File: src/rtl/clk_tree_gen.sv
// ---------------------------------------------------------------------------
// clk_tree_gen
//
// Purpose:
//   Generates NCH divided clocks from one system clock. Each channel has a
//   programmable half-period divisor. The output period is 2*max(D,1) cycles
//   with a 50% duty cycle. A new divisor is picked up only at a terminal
//   count, so a half-period is never cut short or stretched. A sync strobe
//   phase-aligns all channels at once.
//
// Optional feature (macro CLKGEN_STEP_EN):
//   Adds single-step logic. The step button passes a 2-flop synchroniser and
//   a rising-edge detector. Each channel runs an FSM (RUN -> FINISH -> HOLD).
//   In HOLD, a step press lets the channel run exactly one full period before
//   it stops again. Without the macro, step_mode and step are ignored and
//   every channel free-runs under ch_en.
//
// Ports:
//   clk        in   system clock, rising edge only
//   rst        in   synchronous active-high reset
//   div_bus    in   NCH*CW; channel i divisor at [i*CW +: CW]
//   ch_en      in   NCH; per-channel run enable
//   sync       in   one-cycle phase-align strobe for all channels
//   step_mode  in   single-step mode select (CLKGEN_STEP_EN only)
//   step       in   raw step button level (CLKGEN_STEP_EN only)
//   div_clk    out  NCH; registered divided clocks
//   tick       out  NCH; one-cycle pulse on each 0->1 of div_clk
//   busy       out  NCH; channel enabled and not held by step logic
// ---------------------------------------------------------------------------
module clk_tree_gen #(
    parameter int NCH = 5,
    parameter int CW  = 32
) (
    input  logic              clk,
    input  logic              rst,
    input  logic [NCH*CW-1:0] div_bus,
    input  logic [NCH-1:0]    ch_en,
    input  logic              sync,
    input  logic              step_mode,
    input  logic              step,
    output logic [NCH-1:0]    div_clk,
    output logic [NCH-1:0]    tick,
    output logic [NCH-1:0]    busy
);

`ifdef CLKGEN_STEP_EN
    typedef enum logic [1:0] {
        RUN    = 2'd0,
        FINISH = 2'd1,
        HOLD   = 2'd2
    } step_state_t;

    logic step_meta;
    logic step_sync;
    logic step_prev;
    logic step_pulse;

    // Bring the asynchronous button level into the clock domain and keep
    // one extra stage for rising-edge detection.
    always_ff @(posedge clk) begin
        if (rst) begin
            step_meta <= 1'b0;
            step_sync <= 1'b0;
            step_prev <= 1'b0;
        end else begin
            step_meta <= step;
            step_sync <= step_meta;
            step_prev <= step_sync;
        end
    end

    assign step_pulse = step_sync & ~step_prev;
`else
    logic unused_step;
    assign unused_step = step_mode ^ step;
`endif

    for (genvar i = 0; i < NCH; i++) begin : g_ch
        logic [CW-1:0] cnt;
        logic [CW-1:0] d;
        logic [CW-1:0] last;
        logic [CW-1:0] div_in;
        logic          div_q;
        logic          tick_q;
        logic          at_term;
        logic          hold_now;

        assign div_in = div_bus[i*CW +: CW];

        // D=0 behaves like D=1, so the terminal count is 0 in both cases.
        // Comparing against d-1 keeps D=2^CW-1 well inside the counter range.
        assign last    = (d == '0) ? '0 : d - {{(CW-1){1'b0}}, 1'b1};
        assign at_term = (cnt == last);

        assign div_clk[i] = div_q;
        assign tick[i]    = tick_q;

`ifdef CLKGEN_STEP_EN
        step_state_t state;

        // A channel entering step mode while already idle (low, count 0)
        // parks at once instead of running a spare period.
        assign hold_now = (state == HOLD) ||
                          ((state == RUN) && step_mode && !div_q && (cnt == '0));
        assign busy[i]  = ch_en[i] && (state != HOLD);
`else
        assign hold_now = 1'b0;
        assign busy[i]  = ch_en[i];
`endif

        // Counter, output and step FSM for one channel. Priority is
        // rst > sync > step hold > ch_en > counting. Sync leaves the step
        // state untouched, so a held channel stays held.
        always_ff @(posedge clk) begin
            if (rst) begin
                cnt    <= '0;
                d      <= div_in;
                div_q  <= 1'b0;
                tick_q <= 1'b0;
`ifdef CLKGEN_STEP_EN
                state  <= RUN;
`endif
            end else if (sync) begin
                cnt    <= '0;
                d      <= div_in;
                div_q  <= 1'b0;
                tick_q <= 1'b0;
            end else begin
                tick_q <= 1'b0;
                if (hold_now) begin
                    cnt   <= '0;
                    div_q <= 1'b0;
                end else if (ch_en[i]) begin
                    if (at_term) begin
                        cnt    <= '0;
                        div_q  <= ~div_q;
                        tick_q <= ~div_q;
                        d      <= div_in;
                    end else begin
                        cnt <= cnt + {{(CW-1){1'b0}}, 1'b1};
                    end
                end
`ifdef CLKGEN_STEP_EN
                if (!step_mode) begin
                    state <= RUN;
                end else begin
                    case (state)
                        RUN:     state <= hold_now ? HOLD : FINISH;
                        FINISH:  if (ch_en[i] && at_term && div_q) state <= HOLD;
                        HOLD:    if (step_pulse) state <= FINISH;
                        default: state <= RUN;
                    endcase
                end
`endif
            end
        end
    end

endmodule

File: config.mk
export PLATFORM = sky130hd
export DESIGN_NAME = clk_tree_gen
export DESIGN_NICKNAME = d
export VERILOG_FILES = /design/src/rtl/clk_tree_gen.sv
export SDC_FILE = /design/constraint.sdc
export NUM_CORES = 1
export LEC_CHECK = 0
export BUFFER_PORTS_ARGS = -buffer_cell sky130_fd_sc_hd__buf_2
export CAP_MARGIN = 20
export CORE_MARGIN = 5
export CORE_UTILIZATION = 45
export CTS_CLUSTER_SIZE = 10
export DETAILED_ROUTE_END_ITERATION = 8
export GPL_TIMING_DRIVEN = 0
export PLACE_DENSITY = 0.63
export SKIP_CTS_REPAIR_TIMING = 1
export SYNTH_ARGS = -nofsm -noshare
export SYNTH_HDL_FRONTEND = slang
export SYNTH_SLANG_ARGS = --single-unit
File: constraint.sdc
create_clock -name clk -period 5.9 [get_ports clk]
set_input_delay 0 -clock clk [delete_from_list [all_inputs] [get_ports clk]]
set_output_delay 0 -clock clk [all_outputs]
set_load 0.01 [all_outputs]
# Word level (Yosys, flattened, before mapping)
# Index checks and enable logic that the tools add are counted.
dict set report classes {
  n_addsub 10
  multipliers 0
  div 0
  n_lt_le_gt_ge 0
  n_eq_ne 5
  shifts 0
  n_mux 30
  bitwise_logic 15
  n_reduce_logical 31
}
# cell n
set op_table {}
lappend op_table {{2-to-1 mux 32 bit} 30}
lappend op_table {{adder 32 x 1 -> 32 bit (second input constant)} 5}
lappend op_table {{== test 32 bit} 5}
lappend op_table {{logical NOT 32 bit} 5}
lappend op_table {{subtractor 32 x 1 -> 32 bit (second input constant)} 5}
lappend op_table {{nonzero test 3 bit} 10}
lappend op_table {{AND reduction 2 bit} 10}
lappend op_table {{OR reduction 4 bit} 5}
lappend op_table {{NOT 1 bit} 15}
lappend op_table {{OR reduction 2 bit} 1}
dict set report word_totals {
  ff_bits 330
  latchBits 0
  ram_bits 0
  mem_bits_ro 0
  input_bits 170
  output_inout_bits 15
  elab_cells 111
  mem_count 0
}

# Longest topological paths before layout
# Gate-level depths: netlist (run 1).
dict set report depth {
  word_depth 7
  depth_mapped 15
  ltp_nobuf 11
}

# Least setup slack after synthesis (run 1)
# Ideal clock, no wire load.
dict set report synth_timing {
  path_kind {register to register}
  startpoint {register g_ch[3].d[8]}
  endpoint {register g_ch[3].d[0], enable pin}
  setup_ps 389
  arrival_ps 4430
  required_time_ps 5511
  path_slack_ps 1080
  stages_incl_launch_ff 12
  n_path_buf 2
  synth_period_minus_slack_ps 4820
  path_cell_list {edfxtp_1 buf_6 or4_4 buf_6 nor4_1 nand4_1 xnor2_1 mux2_2 a211o_1 or4_1 or4_1 nand2_1}
}
dict set report synth_between {
  elab_chain_cells 5
  word_cells_on_any_way 6
  cone_classes {1 x add/sub; 1 x eq/ne; 1 x mux; 3 x reduce/logical}
}
# item line_no
set synth_rtl {}
lappend synth_rtl {{start, declared} 80} ;# logic [CW-1:0] d;
lappend synth_rtl {{start signal, assigned} 117} ;# d <= div_in;
lappend synth_rtl {{start signal, assigned} 125} ;# d <= div_in;
lappend synth_rtl {{start signal, assigned} 138} ;# d <= div_in;
lappend synth_rtl {{subtractor 32 x 1 -> 32 bit or logical NOT 32 bit (tied branches)} 92} ;# assign last = (d == '0) ? '0 : d - {{(CW-1){1'b0}}, 1'b1};
lappend synth_rtl {{2-to-1 mux 32 bit *} 92}
lappend synth_rtl {{== test 32 bit *} 93} ;# assign at_term = (cnt == last);
lappend synth_rtl {{nonzero test 3 bit (no source line) *} n/a}
lappend synth_rtl {{AND reduction 2 bit (no source line) *} n/a}
# Every way passes the cells marked *; elsewhere a longest branch is shown, timed or not.
# A chain may end at the register's enable or synchronous reset.

# Worst setup path in the final report (run 1)
dict set report layout_timing {
  startpoint {register g_ch[0].d[6]}
  endpoint {register g_ch[0].d[5], enable pin}
}
dict set report layout_between {
  elab_chain_cells 5
  word_cells_on_any_way 6
  cone_classes {1 x add/sub; 1 x eq/ne; 1 x mux; 3 x reduce/logical}
}
# item line_no
set layout_rtl {}
lappend layout_rtl {{start, declared} 80}
lappend layout_rtl {{start signal, assigned} 117}
lappend layout_rtl {{start signal, assigned} 125}
lappend layout_rtl {{start signal, assigned} 138}
lappend layout_rtl {{subtractor 32 x 1 -> 32 bit or logical NOT 32 bit (tied branches)} 92}
lappend layout_rtl {{2-to-1 mux 32 bit *} 92}
lappend layout_rtl {{== test 32 bit *} 93}
lappend layout_rtl {{nonzero test 3 bit (no source line) *} n/a}
lappend layout_rtl {{AND reduction 2 bit (no source line) *} n/a}
# Marks and branches as above.

==> flow_metrics.tcl, run 1 <==
set metrics [dict create \
    place_hpwl_um 53600 \
    core-area_um2 47400 \
    worstHoldPathType "in -> reg" \
    grt_max_degree 33 \
    synth_flop_cell "dfxtp_1" \
    slew_viol_final 0 \
    worst_pin_slew_ps 1130 \
    avgSynthCellArea_um2 8.89 \
    synth_compound_area_frac 0.113 \
    synth_top_family_by_area "simple AND/OR/NAND/NOR gates" \
    syn_area_um2 21400 \
    hold_viol_final 0 \
    dpl_worst_slack_ps -6.69 \
    antenna_found_initial 2 \
    die_w_um 228 \
    synth_seq_cells 330 \
    die_area_um2 52100 \
    ys_async_sr_fraction 0 \
    timing.reg2reg.setup_slack_ps 450 \
    p_int_w 0.00416 \
    vdd_ir_drop_max_mv 0.257 \
    comb_power_share 0.118 \
    htreeDepth 2 \
    met3WireLength_um 4120 \
    cp_max_fo 24 \
    clockBufferDepth 3 \
    tritoncts "done" \
    crit_chain "clkbuf_1 -> or3_1 -> clkbuf_1 -> or4_1 -> clkbuf_1 -> nor3_2 -> buf_2 -> nor3_1 -> a211oi_1 -> o2111ai_1 -> or3_1 -> or4_1 -> nand2_1 -> buf_16" \
    p_clk_frac 0.414 \
    gp_congestion 0.983 \
    slew_headroom 0.246 \
    avgRoutedWirePerCell_um 20.7 \
    vias_per_cell 6.02 \
    setup.worst_path.class "reg -> reg" \
    rows 80 \
    synth_top_area_cell "edfxtp_1" \
    synth.top_cell.area_share 0.224 \
    synthSimpleGateAreaFrac 0.320 \
    outcome "finished, final reports clean" \
    max_freq_mhz 183 \
    power.leakage_nw 8.88 \
    routed_wl_um 71500 \
    drc_errors 0 \
    powerDensity_nw_per_um2 214 \
    grt_remaining_overflow 0 \
    min_period_ps 5450 \
    synth_edf_count 160 \
    synth.mux.area_fraction 0.0189 \
    clock-sinks 330 \
    slowest_delay_ps 650 \
    clkTransAtPathRegs_ps 60 \
    clock_skew_ps 14.4 \
    insertion_delay_ps 570 \
    clock-root-buffer "clkbuf_16" \
    cap_violations 0 \
    synth_fp_nets 2592 \
    top_layer "met4" \
    whs_ps 7.01 \
    synth-xor-area-share 0.117 \
    switching_share 0.257 \
    synth_adder_area_share 0.00584 \
    cp-end-kind "register" \
    yosys_warnings 0 \
    cp.buffers_inverters 5 \
    area_growth_pct 21.8 \
    holdPathEnd "g_ch[2].cnt[15]$_SDFFE_PP0P_" \
    antenna_left 0 \
    r2r_cells 14 \
    synth_area_leaders "edfxtp_1 22%, dfxtp_1 16%, xnor2_1 5.9%" \
    start_util 0.452 \
    met2_wirelength_um 32800 \
    rsz0062_at_grt "no" \
    power_frac_seq 0.469 \
    route.vias.total 20800 \
    grt_pass1_vias 19000 \
    grt.total_usage 0.251 \
    drive_above_1_share 0.133 \
    placed_area_um2 23200 \
    p_sw_w 0.00144 \
    synth_cells 2412 \
    port_buffers 179 \
    ioPinCount 185 \
    fp.dieH_um 228 \
    met1Wirelength_um 32900 \
    numCtsBuffers 40 \
    r2r-start "g_ch[0].d[6]$_DFFE_PP_" \
    setup_viol 0 \
    required_ps 6170 \
    fin_area_um2 26100 \
    drt_first_iter_violations 1928 \
    crit_arrival_ps 5720 \
    ys_seq_area_frac 0.383 \
    finalCritPeriodShare 0.924 \
    slowest_stage "or4_1" \
    drt_pre_antenna_iters 6 \
    start_kind "register" \
    r2r_end "g_ch[0].d[5]$_DFFE_PP_" \
    grt_pass1_wl_um 107000 \
    min-delay-start "ch_en[2]" \
    finalWorstSetupSlack_ps 449 \
    layout.nets 2987 \
    crit_top_cell "clkbuf_1" \
    path_delay_family "simple AND/OR/NAND/NOR gates" \
    synthDistinctLibCells 95 \
    whs_path_depth 4 \
]
layout make-up:
class / instances / area [µm²]
clock inverter: 4 / 27.5
inverter: 44 / 165
multi-input combinational: 1890 / 12400
tap: 615 / 769
timing repair buffer: 353 / 2680
clock buffer: 64 / 1160
sequential: 330 / 8210
buffer: 148 / 738
antenna: 2 / 5.00
fill: 4384 / 21300
power by group through the flow:
stage | registers, W | logic, W | clock network, W
floorplan | 0.00263 | 0.000365 | 0
global placement | 0.00267 | 0.000539 | 0
detailed placement | 0.00267 | 0.000554 | 0
CTS | 0.00262 | 0.000557 | 0.00238
global route | 0.00263 | 0.000711 | 0.00247
finish | 0.00262 | 0.000658 | 0.00232
kinds of logic (layout without fill, tap and decap cells):
kind of cell	Yosys count	count (layout)
AO/OA/AOI/OAI	334	334
XOR/XNOR	282	282
adder cells (fa/ha/maj)	10	10
buffers and inverters	192	613
flip-flops	330	330
multiplexers	39	39
other	0	2
AND/OR/NAND/NOR	1225	1225
worst reg2reg max path, cell delays in order, from the launching register on:
cell and delay [ps]:
edfxtp_1 350, clkbuf_1 230, or3_1 410, clkbuf_1 200
or4_1 530, clkbuf_1 260, nor3_2 560, buf_2 380
nor3_1 90, a211oi_1 260, o2111ai_1 180, or3_1 320
or4_1 650, nand2_1 470, buf_16 250
routing by layer:
layer / track usage / vias to the layer above
met5: 0 / -
met4: 0.0594 / 0
met3: 0.0310 / 125
met2: 0.404 / 722
met1: 0.364 / 10000
li1: - / 9883
worst max path at each step:
| stage | cells past startpoint | end | slack [ps] | from |
|---|---|---|---|---|
| floorplan | 11 | g_ch[3].d[0]$_DFFE_PP_ | 1080 | g_ch[3].d[8]$_DFFE_PP_ |
| global placement | 10 | g_ch[4].d[30]$_DFFE_PP_ | -490 | g_ch[4].d[9]$_DFFE_PP_ |
| detailed placement | 11 | g_ch[4].d[20]$_DFFE_PP_ | -7 | g_ch[4].d[0]$_DFFE_PP_ |
| CTS | 11 | g_ch[4].d[17]$_DFFE_PP_ | -50 | g_ch[4].d[0]$_DFFE_PP_ |
| global route | 10 | g_ch[4].d[17]$_DFFE_PP_ | 170 | g_ch[4].d[0]$_DFFE_PP_ |
| finish | 14 | g_ch[0].d[5]$_DFFE_PP_ | 450 | g_ch[0].d[6]$_DFFE_PP_ |
layout by cell type (no fill, tap or decap), types with 20 or more instances in the layout:
| master | n |
|---|---|
| o31ai_1 | 24 |
| and3_1 | 57 |
| a21oi_1 | 53 |
| nand3_1 | 107 |
| or4_1 | 66 |
| nand2b_1 | 32 |
| mux2i_1 | 28 |
| clkbuf_16 | 42 |
| buf_2 | 201 |
| nand4_1 | 75 |
| nor3_2 | 33 |
| and2_1 | 20 |
| clkbuf_1 | 104 |
| nor3_1 | 210 |
| o21ai_0 | 51 |
| or3_1 | 37 |
| nor4_1 | 94 |
| dfxtp_1 | 170 |
| xnor2_1 | 144 |
| buf_4 | 20 |
| dlygate4sd3_1 | 167 |
| nand2_1 | 184 |
| nor3b_1 | 21 |
| edfxtp_1 | 160 |
| inv_1 | 44 |
| xor2_1 | 135 |
| nor2_1 | 174 |
Yosys cell counts (all sizes together) (38+ instances only):
cell / instances
nor3: 243
nor4: 101
nor2: 174
a21oi: 53
nand4: 75
o21ai: 52
nand2: 184
nand3: 107
dfxtp: 170
or3: 38
or4: 69
and3: 57
edfxtp: 160
xor2: 135
clkbuf: 88
xnor2: 144
buf: 55
inv: 44
sequential cells by signal (all words and copies together) (netlist names):
signal and flops:
g_ch.tick_q 5, g_ch.cnt 160, g_ch.d 160, g_ch.div_q 5
metrics by stage:
stage / setup TNS, ps / cells / total power, W / util
final: 0 / 3450 / 0.00560 / 0.550
after detailed placement: -159 / 3210 / 0.00322 / 0.489
after CTS: -1530 / 3278 / 0.00556 / 0.514
after global placement: -15510 / 3206 / 0.00321 / 0.487
after floorplan: 0 / 2412 / 0.00299 / -
after global routing: 0 / 3450 / 0.00582 / 0.550
(Power assumes the default switching activity.)
==> run 2: changes to the inputs <==
--- a/config.mk
+++ b/config.mk
@@ -5,14 +5,15 @@
 export SDC_FILE = /design/constraint.sdc
 export NUM_CORES = 1
 export LEC_CHECK = 0
+export ABC_AREA = 1
 export BUFFER_PORTS_ARGS = -buffer_cell sky130_fd_sc_hd__buf_2
-export CAP_MARGIN = 20
+export CAP_MARGIN = 0
 export CORE_MARGIN = 5
-export CORE_UTILIZATION = 45
+export CORE_UTILIZATION = 62
 export CTS_CLUSTER_SIZE = 10
 export DETAILED_ROUTE_END_ITERATION = 8
 export GPL_TIMING_DRIVEN = 0
-export PLACE_DENSITY = 0.63
+export PLACE_DENSITY = 0.82
 export SKIP_CTS_REPAIR_TIMING = 1
 export SYNTH_ARGS = -nofsm -noshare
 export SYNTH_HDL_FRONTEND = slang
==> flow_metrics.tcl, run 2 <==
set metrics [dict create \
    synth_cells 3668 \
    multi_input_area_um2 13100 \
    yosysMostFrequentCell "nand2_1" \
    min-delay-start "sync" \
    grt_pass1_wl_um 112000 \
    drc_errors 0 \
    numCtsBuffers 40 \
    ys_async_sr_fraction 0 \
    routed_wl_um 76400 \
    insertion_delay_ps 580 \
    reg_top3 "g_ch.cnt (160), g_ch.d (160)" \
    r2r-start "g_ch[4].d[0]$_DFFE_PP_" \
    power.leakage_nw 11.7 \
    ioPinCount 185 \
    outcome "finished, final reports clean" \
    grt_pass1_vias 22500 \
    start_util 0.622 \
    crit_chain "inv_1 -> ha_1 -> nand2_1 -> nor2_4 -> nand2_1 -> nor2_1 -> o21ai_0 -> nand2_1 -> nand2_1 -> nor2_1 -> nand2_1 -> nor2_1 -> nand3_1 -> nand2_1 -> nand2_1 -> inv_2 -> buf_2" \
    required_ps 6090 \
    max_freq_mhz 248 \
    synth_top_area_cell "edfxtp_1" \
    setup_viol 0 \
    vias_per_cell 5.58 \
    clkTransAtPathRegs_ps 60 \
    cp_max_fo 41 \
    avgSynthCellArea_um2 6.35 \
    crit_top_cell "nand2_1" \
    fp.dieH_um 204 \
    worstHoldPathType "in -> reg" \
    rsz0062_at_grt "no" \
    whs_path_depth 6 \
    hold_viol_final 0 \
    utilization 0.740 \
    grt.total_usage 0.331 \
    worst_pin_slew_ps 1050 \
    clock_skew_ps 34.8 \
    antenna_left 0 \
    tritoncts "done" \
    ys_seq_area_frac 0.353 \
    clockBufferDepth 3 \
    clock-root-buffer "clkbuf_16" \
    slowest_delay_ps 720 \
    vdd_ir_drop_max_mv 0.246 \
    antenna_found_initial 4 \
    synth_area_leaders "edfxtp_1 21%, nand2_1 19%, dfxtp_1 15%" \
    htreeDepth 2 \
    holdPathEnd "g_ch[3].div_q$_SDFFE_PP0P_" \
    clock-sinks 330 \
    core-area_um2 37400 \
    synth_fp_nets 3848 \
    r2r_end "g_ch[4].d[29]$_DFFE_PP_" \
    rows 71 \
    slowest_stage "buf_2" \
    slew_headroom 0.295 \
    synth_edf_count 160 \
    cp.buffers_inverters 3 \
    die_area_um2 41500 \
    syn_area_um2 23300 \
    cap_violations 0 \
    r2r_cells 17 \
    slew_viol_final 0 \
    layout.nets 4235 \
    cp-end-kind "register" \
    route.vias.total 25700 \
    yosys_warnings 0 \
    avgRoutedWirePerCell_um 16.6 \
    crit_arrival_ps 4210 \
    synth.top_cell.area_share 0.206 \
    path_delay_family "simple AND/OR/NAND/NOR gates" \
    synthDistinctLibCells 39 \
    setup_tns_ps 0 \
    place_hpwl_um 55900 \
    area_growth_pct 18.8 \
    worst-path-stages 17 \
    port_buffers 180 \
    final_cell_mix "1162 x nand2_1, 751 x nor2_1, 414 x inv_1" \
    final_common_cell "nand2_1" \
    drt_first_iter_violations 2699 \
    grt_remaining_overflow 0 \
    drive_above_1_share 0.0884 \
    start_kind "register" \
    finalCritPeriodShare 0.682 \
    synth_flop_cell "dfxtp_1" \
    drt_pre_antenna_iters 9 \
    grt_max_degree 42 \
    timing.reg2reg.setup_slack_ps 1880 \
    die_w_um 204 \
    synth_seq_cells 330 \
    setup.worst_path.class "reg -> reg" \
    synthTopCellsByCount "1162 x nand2_1, 751 x nor2_1, 414 x inv_1" \
    powerDensity_nw_per_um2 208 \
    regArea_um2 8210 \
    min_period_ps 4020 \
    gp_congestion 0.999 \
    fill_cells 3141 \
]
-- run 2: cell count changes in the layout (fill, tap and decap cells not counted), moves of 43 or more --
cell / previous run / this run
o21bai_1: 3 / 49
inv_1: 44 / 414
clkbuf_1: 104 / 32
nor2_2: 0 / 55
or4_1: 66 / 0
nand4_1: 75 / 170
nor4_1: 94 / 19
xnor2_1: 144 / 15
a21oi_1: 53 / 10
nor3_1: 210 / 62
nor2_1: 174 / 751
and3_1: 57 / 1
nand2_1: 184 / 1162
nand3_1: 107 / 308
-- run 2: where the power goes --
group	leakage, nW	internal (W)	switching, W
Clock	0.570	0.00135	0.000986
Sequential	2.98	0.00251	0.000105
Combinational	8.14	0.000318	0.000496
Total	11.7	0.00418	0.00159
-- run 2: cell families after synthesis --
| group | after synthesis | synth area share |
|---|---|---|
| buffers and inverters | 482 | 0.0867 |
| AO/OA/AOI/OAI | 155 | 0.0388 |
| flip-flops | 330 | 0.353 |
| XOR/XNOR | 138 | 0.0519 |
| adder cells (fa/ha/maj) | 10 | 0.00537 |
| AND/OR/NAND/NOR | 2553 | 0.465 |
-- run 2: worst max path at each step --
stage                           start                 endpoint  slack [ps]
2_1_floorplan  g_ch[4].d[0]$_DFFE_PP_   g_ch[4].d[0]$_DFFE_PP_        2890
3_3_place_gp   g_ch[4].d[0]$_DFFE_PP_  g_ch[4].d[30]$_DFFE_PP_        2030
3_5_place_dp   g_ch[4].d[0]$_DFFE_PP_  g_ch[4].d[30]$_DFFE_PP_        2030
4_1_cts        g_ch[3].d[0]$_DFFE_PP_  g_ch[3].d[30]$_DFFE_PP_        2010
5_1_grt        g_ch[3].d[0]$_DFFE_PP_  g_ch[3].d[28]$_DFFE_PP_        1520
6_report       g_ch[4].d[0]$_DFFE_PP_  g_ch[4].d[29]$_DFFE_PP_        1880
-- run 2: cell type report --
cell class                      instances  area share
Antenna cell                            2    0.000181
Buffer                                 60      0.0156
Clock buffer                           66      0.0408
Clock inverter                          4     0.00217
Inverter                              422      0.0574
Multi-Input combinational cell       2856       0.472
Sequential cell                       330       0.297
Tap cell                              511      0.0231
Timing Repair Buffer                  345      0.0923
-- run 2: through the flow --
stage	total power [W]	setup WS, ps	cell area [µm²]	hold WS [ps]	instances
after floorplan	0.00311	2890	23300	91.8	3668
after global routing	0.00597	1520	27700	78.2	4596
after global placement	0.00334	2030	24800	176	4359
final	0.00576	1880	27700	7.27	4596
after CTS	0.00564	2010	26000	-424	4429
after detailed placement	0.00335	2030	24800	178	4359
-- run 2: worst min-delay path, stage by stage --
cell	delay, ps
buf_2	90
inv_1	140
nand3_1	120
nand2_1	80
nand2_1	60
nand2_1	40
-- run 2: layer usage --
layer  wire [µm]  global-route usage  vias to the layer above
li1            -                   -                    12600
met4        2690               0.112                        2
met2       34500               0.514                     1304
met5           8                   0                        -
met3        7170              0.0493                      184
met1       32100               0.477                    11600
